==> config.mk <==
export PLATFORM = sky130hd
export DESIGN_NAME = fact_seq_unit
export DESIGN_NICKNAME = d
export VERILOG_FILES = /design/src/rtl/fact_pkg.sv /design/src/rtl/fact_dp.sv /design/src/rtl/fact_seq_unit.sv
export SDC_FILE = /design/constraint.sdc
export NUM_CORES = 1
export LEC_CHECK = 0
export BUFFER_PORTS_ARGS = -buffer_cell sky130_fd_sc_hd__buf_4
export CORE_MARGIN = 2
export CORE_UTILIZATION = 36
export CTS_BUF_LIST = sky130_fd_sc_hd__clkbuf_4 sky130_fd_sc_hd__clkbuf_8
export CTS_CLUSTER_SIZE = 40
export DETAILED_ROUTE_END_ITERATION = 12
export REMOVE_ABC_BUFFERS = 1
export SLEW_MARGIN = 10
export SYNTH_ARGS = -nofsm -noshare
export SYNTH_HDL_FRONTEND = slang
export SYNTH_HIERARCHICAL = 1
export SYNTH_SLANG_ARGS = --single-unit
export TNS_END_PERCENT = 50
==> constraint.sdc <==
create_clock -name clk -period 3.5 [get_ports clk]
set_input_delay 0.7 -clock clk [delete_from_list [all_inputs] [get_ports clk]]
set_output_delay 0.7 -clock clk [all_outputs]
set_load 0.02 [all_outputs]
==> src/rtl/fact_pkg.sv <==
// -----------------------------------------------------------------------------
// fact_pkg
// Shared definitions for the iterative factorial engine (fact_seq_unit).
//   - state_e        : control FSM states
//   - N_MAX          : largest operand whose factorial fits in 32 bits
//   - DATA_WIDTH_DEF : default product / result width
//   - N_WIDTH_DEF    : default operand width
// Optional feature macro: FACT_RANGE_CHECK_EN (operand range check).
// -----------------------------------------------------------------------------
package fact_pkg;

    localparam int DATA_WIDTH_DEF = 32;
    localparam int N_WIDTH_DEF    = 4;
    localparam int N_MAX          = 12;

    typedef enum logic [2:0] {
        IDLE  = 3'd0,
        LOAD  = 3'd1,
        CHECK = 3'd2,
        MULT  = 3'd3,
        DONE  = 3'd4
    } state_e;

endpackage : fact_pkg

==> src/rtl/fact_dp.sv <==
// -----------------------------------------------------------------------------
// fact_dp
// Datapath of the factorial engine: operand latch, down-counter, product
// register, multiplier, "cnt > 1" compare and (optionally) the range compare.
// Optional feature macro: FACT_RANGE_CHECK_EN.
//
// Ports
//   clk, rst_n  : clock, asynchronous active-low reset
//   cap_i       : capture n_i into n_q (go accepted)
//   n_i         : operand
//   ld_i        : load cnt/prod from n_q (LOAD state)
//   mul_en_i    : prod <= prod*cnt, cnt <= cnt-1 (MULT state)
//   clr_err_i   : clear the error flag
//   set_err_i   : set the error flag
//   gt_o        : cnt > 1 (unsigned)
//   over_o      : n_q > N_MAX (0 without the range check)
//   prod_o      : product register
//   err_o       : error flag (0 without the range check)
// -----------------------------------------------------------------------------
module fact_dp
    import fact_pkg::*;
#(
    parameter int DATA_WIDTH = DATA_WIDTH_DEF,
    parameter int N_WIDTH    = N_WIDTH_DEF
) (
    input  logic                  clk,
    input  logic                  rst_n,
    input  logic                  cap_i,
    input  logic [N_WIDTH-1:0]    n_i,
    input  logic                  ld_i,
    input  logic                  mul_en_i,
    input  logic                  clr_err_i,
    input  logic                  set_err_i,
    output logic                  gt_o,
    output logic                  over_o,
    output logic [DATA_WIDTH-1:0] prod_o,
    output logic                  err_o
);

    logic [N_WIDTH-1:0]    n_q,    n_d;
    logic [N_WIDTH-1:0]    cnt_q,  cnt_d;
    logic [DATA_WIDTH-1:0] prod_q, prod_d;
    logic [DATA_WIDTH-1:0] mul_res;

    // Product evaluated in a DATA_WIDTH context, so it wraps modulo 2^DATA_WIDTH.
    assign mul_res = prod_q * DATA_WIDTH'(cnt_q);
    assign gt_o    = (cnt_q > N_WIDTH'(1));

`ifdef FACT_RANGE_CHECK_EN
    logic err_q, err_d;

    assign over_o = (n_q > N_WIDTH'(N_MAX));

    always_comb begin
        err_d = err_q;
        if (clr_err_i) err_d = 1'b0;
        if (set_err_i) err_d = 1'b1;
    end

    always_ff @(posedge clk or negedge rst_n) begin
        if (!rst_n) err_q <= 1'b0;
        else        err_q <= err_d;
    end

    assign err_o = err_q;
`else
    logic unused_err_ctl;

    assign over_o         = 1'b0;
    assign err_o          = 1'b0;
    assign unused_err_ctl = clr_err_i ^ set_err_i;
`endif

    always_comb begin
        // NOTE: every combinational output gets a default first, so no path
        // leaves it unassigned and no latch is inferred.
        n_d    = n_q;
        cnt_d  = cnt_q;
        prod_d = prod_q;
        if (cap_i) n_d = n_i;
        if (ld_i) begin
            // An out-of-range operand loads cnt=0 so CHECK falls straight
            // through to DONE, keeping done timing identical to n<=1.
            cnt_d  = over_o ? '0 : n_q;
            prod_d = over_o ? '0 : DATA_WIDTH'(1);
        end else if (mul_en_i) begin
            prod_d = mul_res;
            cnt_d  = cnt_q - N_WIDTH'(1);
        end
    end

    always_ff @(posedge clk or negedge rst_n) begin
        // NOTE: sequential state uses non-blocking assignments so all flops
        // update together from pre-edge values.
        if (!rst_n) begin
            n_q    <= '0;
            cnt_q  <= '0;
            prod_q <= '0;
        end else begin
            n_q    <= n_d;
            cnt_q  <= cnt_d;
            prod_q <= prod_d;
        end
    end

    assign prod_o = prod_q;

endmodule : fact_dp

==> src/rtl/fact_seq_unit.sv <==
// -----------------------------------------------------------------------------
// fact_seq_unit
// Iterative factorial engine (result = n!) with a 4-phase go/done handshake.
// Control FSM plus the fact_dp datapath.
// Optional feature macro: FACT_RANGE_CHECK_EN (n > N_MAX flagged via err).
//
// Ports
//   clk     : clock, rising edge
//   rst_n   : asynchronous active-low reset
//   go      : start request, sampled only in IDLE
//   n       : operand, captured when go is accepted
//   done    : high in DONE; result and err valid
//   err     : operand out of range (range check build only)
//   busy    : high in LOAD, CHECK and MULT
//   result  : n! while done=1, otherwise 0
// -----------------------------------------------------------------------------
module fact_seq_unit
    import fact_pkg::*;
#(
    parameter int DATA_WIDTH = DATA_WIDTH_DEF,
    parameter int N_WIDTH    = N_WIDTH_DEF
) (
    input  logic                  clk,
    input  logic                  rst_n,
    input  logic                  go,
    input  logic [N_WIDTH-1:0]    n,
    output logic                  done,
    output logic                  err,
    output logic                  busy,
    output logic [DATA_WIDTH-1:0] result
);

    state_e                state_q;
    logic                  done_q;
    logic                  busy_q;
    logic                  cap, ld, mul_en;
    logic                  gt, over;
    logic [DATA_WIDTH-1:0] prod;

    assign cap    = (state_q == IDLE) && go;
    assign ld     = (state_q == LOAD);
    assign mul_en = (state_q == MULT);

    fact_dp #(
        .DATA_WIDTH (DATA_WIDTH),
        .N_WIDTH    (N_WIDTH)
    ) u_dp (
        .clk       (clk),
        .rst_n     (rst_n),
        .cap_i     (cap),
        .n_i       (n),
        .ld_i      (ld),
        .mul_en_i  (mul_en),
        .clr_err_i (cap),
        .set_err_i (ld && over),
        .gt_o      (gt),
        .over_o    (over),
        .prod_o    (prod),
        .err_o     (err)
    );

    // Moore outputs are registered alongside the state, set from the state
    // being entered so they line up exactly with state_q.
    always_ff @(posedge clk or negedge rst_n) begin
        if (!rst_n) begin
            state_q <= IDLE;
            done_q  <= 1'b0;
            busy_q  <= 1'b0;
        end else begin
            case (state_q)
                IDLE: begin
                    if (go) begin
                        state_q <= LOAD;
                        busy_q  <= 1'b1;
                    end
                end
                LOAD: begin
                    state_q <= CHECK;
                end
                CHECK: begin
                    if (gt) begin
                        state_q <= MULT;
                    end else begin
                        state_q <= DONE;
                        busy_q  <= 1'b0;
                        done_q  <= 1'b1;
                    end
                end
                MULT: begin
                    state_q <= CHECK;
                end
                DONE: begin
                    // 4-phase handshake: leave only after go drops.
                    if (!go) begin
                        state_q <= IDLE;
                        done_q  <= 1'b0;
                    end
                end
                default: begin
                    state_q <= IDLE;
                    done_q  <= 1'b0;
                    busy_q  <= 1'b0;
                end
            endcase
        end
    end

    assign done   = done_q;
    assign busy   = busy_q;
    assign result = done_q ? prod : '0;

endmodule : fact_seq_unit

==> results list <==
* Achievable Freq: 0.2664 GHz
- The smallest clock period supported by the final layout is computed as between 3 and 4 ns.
- Yosys warns: 6
* Max Clock Skew: 0.01440 ns
- Arr. time, crit path: ~4.0 ns
* Setup slack after placement: -0.3825 ns
* Internal portion of total power: ~3200 uW
- Final setup violation count: 19
* Initial DRC Count: 288
- WS Path Type: register to register
- Worst-case clock buffer depth: 2
* Antenna violations before repair: 0
* Number of nets still failing antenna checks after routing: 0
- Filler Cell Count: 1708
- After detailed placement, the total cell area comes to 7684 um2.
- Once the floorplan was initialized, standard cells occupied 36.75% of the core.
- In this run switching power makes up 50.64% of total power.
- # nets final: 1007
* Number of cells produced by synthesis: between 700 and 800
* Number of max-slew violations in the final report: 0
* Headroom to the max-slew limit: 34.88%
- Hold crit path type: primary input to async pin
* Sequential group share of total power: 15.1%
* Seq. cell area: 1126 um2
- The total count of hold-check failures in the final report was 0.
- Total global routing overflow: 0
- Diode count: 0
- Layout cells sized above 1: 30.55%
* NetSw: 3272 uW
- The die covers roughly 19000 um2.
* Post-synthesis cell area: ~6400 um2
* Avg Vias per Cell: 5.156
- Worst-Skew Late Latency: around 0.34 ns
- Leakage power of the design: 0.004021 uW
- STA puts the critical path data required time at 3.76 ns.
- DPL Wire Length: 13100 um
- Worst-Margin Slew: ~0.98 ns
- Final total power: 6461 uW
- Buffers inserted during clock tree synthesis total 5.
* Total placed cells including tap cells: 1118
- Capture instance of the worst register-to-register path: u_dp/prod_o[31]$_DFFE_PN0P_
* Share of the cycle needed by the critical path after routing: 107.3%
* Unrepaired setup endpoints after global routing: true
- STA classifies the critical path endpoint as a register.
- Clock-pin slew was measured on the worst setup and hold paths at 0.11 ns.
- Non-filler instance count after layout: approximately 1100
* Maxcap violations: 0
- The worst-case IR drop observed on VDD is between 400 and 500 uV.
- The floorplan has 48 rows.
- Die boundary width: between 100 and 150 um
- Clk Tree Root Cell: clkbuf_8
* Post-layout instance area: 8322 um2
* I/O Pins: 42
- Flop2flop setup slack: -0.25 ns
* Count of buffers inserted at the top-level ports: 40
- Worst-path fanout max: 18
* Clock tree from TritonCTS: yes
- First-pass GRT wire length: around 30000 um
- Via count of the first global-routing pass: 6041
- The region available for standard cell placement spans 17300 um2.
* DR WL/cell: 15.74 um
- The flow ran to the end, but the final reports show violations.
- The number of cells on the worst reg-to-reg path is 14.
* Worst reg2reg startpoint: u_dp/cnt_q[3]$_DFFE_PN0P_
* Multi-input gate area in the final layout: 4994 um2
- In this run the number of H-tree levels came out at 2.
- Post-detailed-route DRC marker count: 0
- Pwr dens: 776.3 nW/um2
- Setup slack on the critical path of the routed design comes to -0.2538 ns.
- Critical Path Source Type: register
* Sum of routed wire length over all layers: 17870 um
- Mean instance size in the synthesized netlist: 8.191 um2
- Overall global routing resource usage: 20.12%
- In this run the vertical extent of the chip is around 140 um.
* Final weighted congestion in routability-driven placement: roughly 0.88
- Per report_power, the clock group accounts for 5.9% of the total.
* Number of sinks driven by the clock tree: 45
* Combinational fraction of design power: slightly below 80%
- The first detailed-routing pass ran for 5 iterations.
* Area grow syn2layout: 30.93%
- Pin count of the biggest net entering global routing: 46
- The checks that failed: negative setup slack.
- The final route contains roughly 5900 vias.
- Final hold analysis gives a worst-case slack of 0.3844 ns.
critical path, cell delays in order (launching register included):
cell and delay (ns):
dfrtp_1 0.43, buf_12 0.17, and2_1 0.15, fa_1 0.54, inv_1 0.06, fa_1 0.54, inv_1 0.08, ha_4 0.30
nand3_1 0.08, o211ai_1 0.32, nor2_2 0.12, a21oi_4 0.22, o2111ai_4 0.16, a2111o_1 0.45, o211ai_2 0.07
worst max-delay path by stage:
stage / startpoint / to / slack, ns / cells past startpoint
after CTS: u_dp/cnt_q[3]$_DFFE_PN0P_ / u_dp/prod_o[19]$_DFFE_PN0P_ / -0.23 / 14
after detailed placement: u_dp/cnt_q[3]$_DFFE_PN0P_ / u_dp/prod_o[28]$_DFFE_PN0P_ / -0.38 / 14
final: u_dp/cnt_q[3]$_DFFE_PN0P_ / u_dp/prod_o[31]$_DFFE_PN0P_ / -0.25 / 14
after global routing: u_dp/cnt_q[3]$_DFFE_PN0P_ / u_dp/prod_o[29]$_DFFE_PN0P_ / -0.42 / 14
after global placement: u_dp/cnt_q[3]$_DFFE_PN0P_ / u_dp/prod_o[28]$_DFFE_PN0P_ / -0.30 / 14
after floorplan: u_dp/cnt_q[3]$_DFFE_PN0P_ / u_dp/prod_o[19]$_DFFE_PN0P_ / -0.27 / 13
repair_timing:
item                       4_1_cts  5_1_grt
setup endpoints to repair       20       23
hold buffers                     0        0
buffers inserted                 7        2
pin swaps                       22       15
gates resized for setup         57       43
cloned                           0        0
power groups by stage:
stage | sequential, uW | clock (uW) | combinational [uW]
finish | 973 | 381 | 5110
global route | 1020 | 404 | 5660
CTS | 976 | 400 | 4950
detailed placement | 986 | 0 | 4680
global placement | 985 | 0 | 4590
floorplan | 1030 | 0 | 2610
cell usage in the layout (no fill, tap or decap), types with 9 or more instances in the layout:
cell     count
a21o_1      18
a21oi_1     23
a21oi_2     11
and2_1     112
buf_4      166
dfrtp_1     45
fa_1        56
ha_1        21
ha_4        10
inv_1      116
mux2i_1      9
nand2_1     62
nand3_1      9
nand4_1     15
nor2_1      31
o21ai_0     13
xnor2_1     14
registers in the layout, summed over array words and instances (netlist names):
register     cells
state_q          3
u_dp/prod_o     32
u_dp/cnt_q       4
done             1
busy             1
u_dp/n_q         4
stage by stage:
stage               TNS [ns]  util, %
global route          -6.218    48.11
detailed placement    -4.372    44.42
floorplan             -2.205        -
CTS                   -2.629    46.95
finish                -2.810    48.11
global placement      -3.376    44.42
area by class of cell:
class	count	share of cell area, %
Multi-Input combinational cell	561	60.01
Timing Repair Buffer	174	16.48
Sequential cell	45	13.53
Inverter	122	5.503
Tap cell	225	3.383
Clock buffer	5	0.8269
Clock inverter	3	0.2706
routing by layer:
layer / vias up / track usage [%] / wire, um
li1: 2805 / - / -
met1: 2920 / 27.17 / 8022
met2: 114 / 34.47 / 8918
met3: 13 / 2.704 / 730
met4: 0 / 4.296 / 197
met5: - / 0 / 0
(Power assumes the default switching activity.)
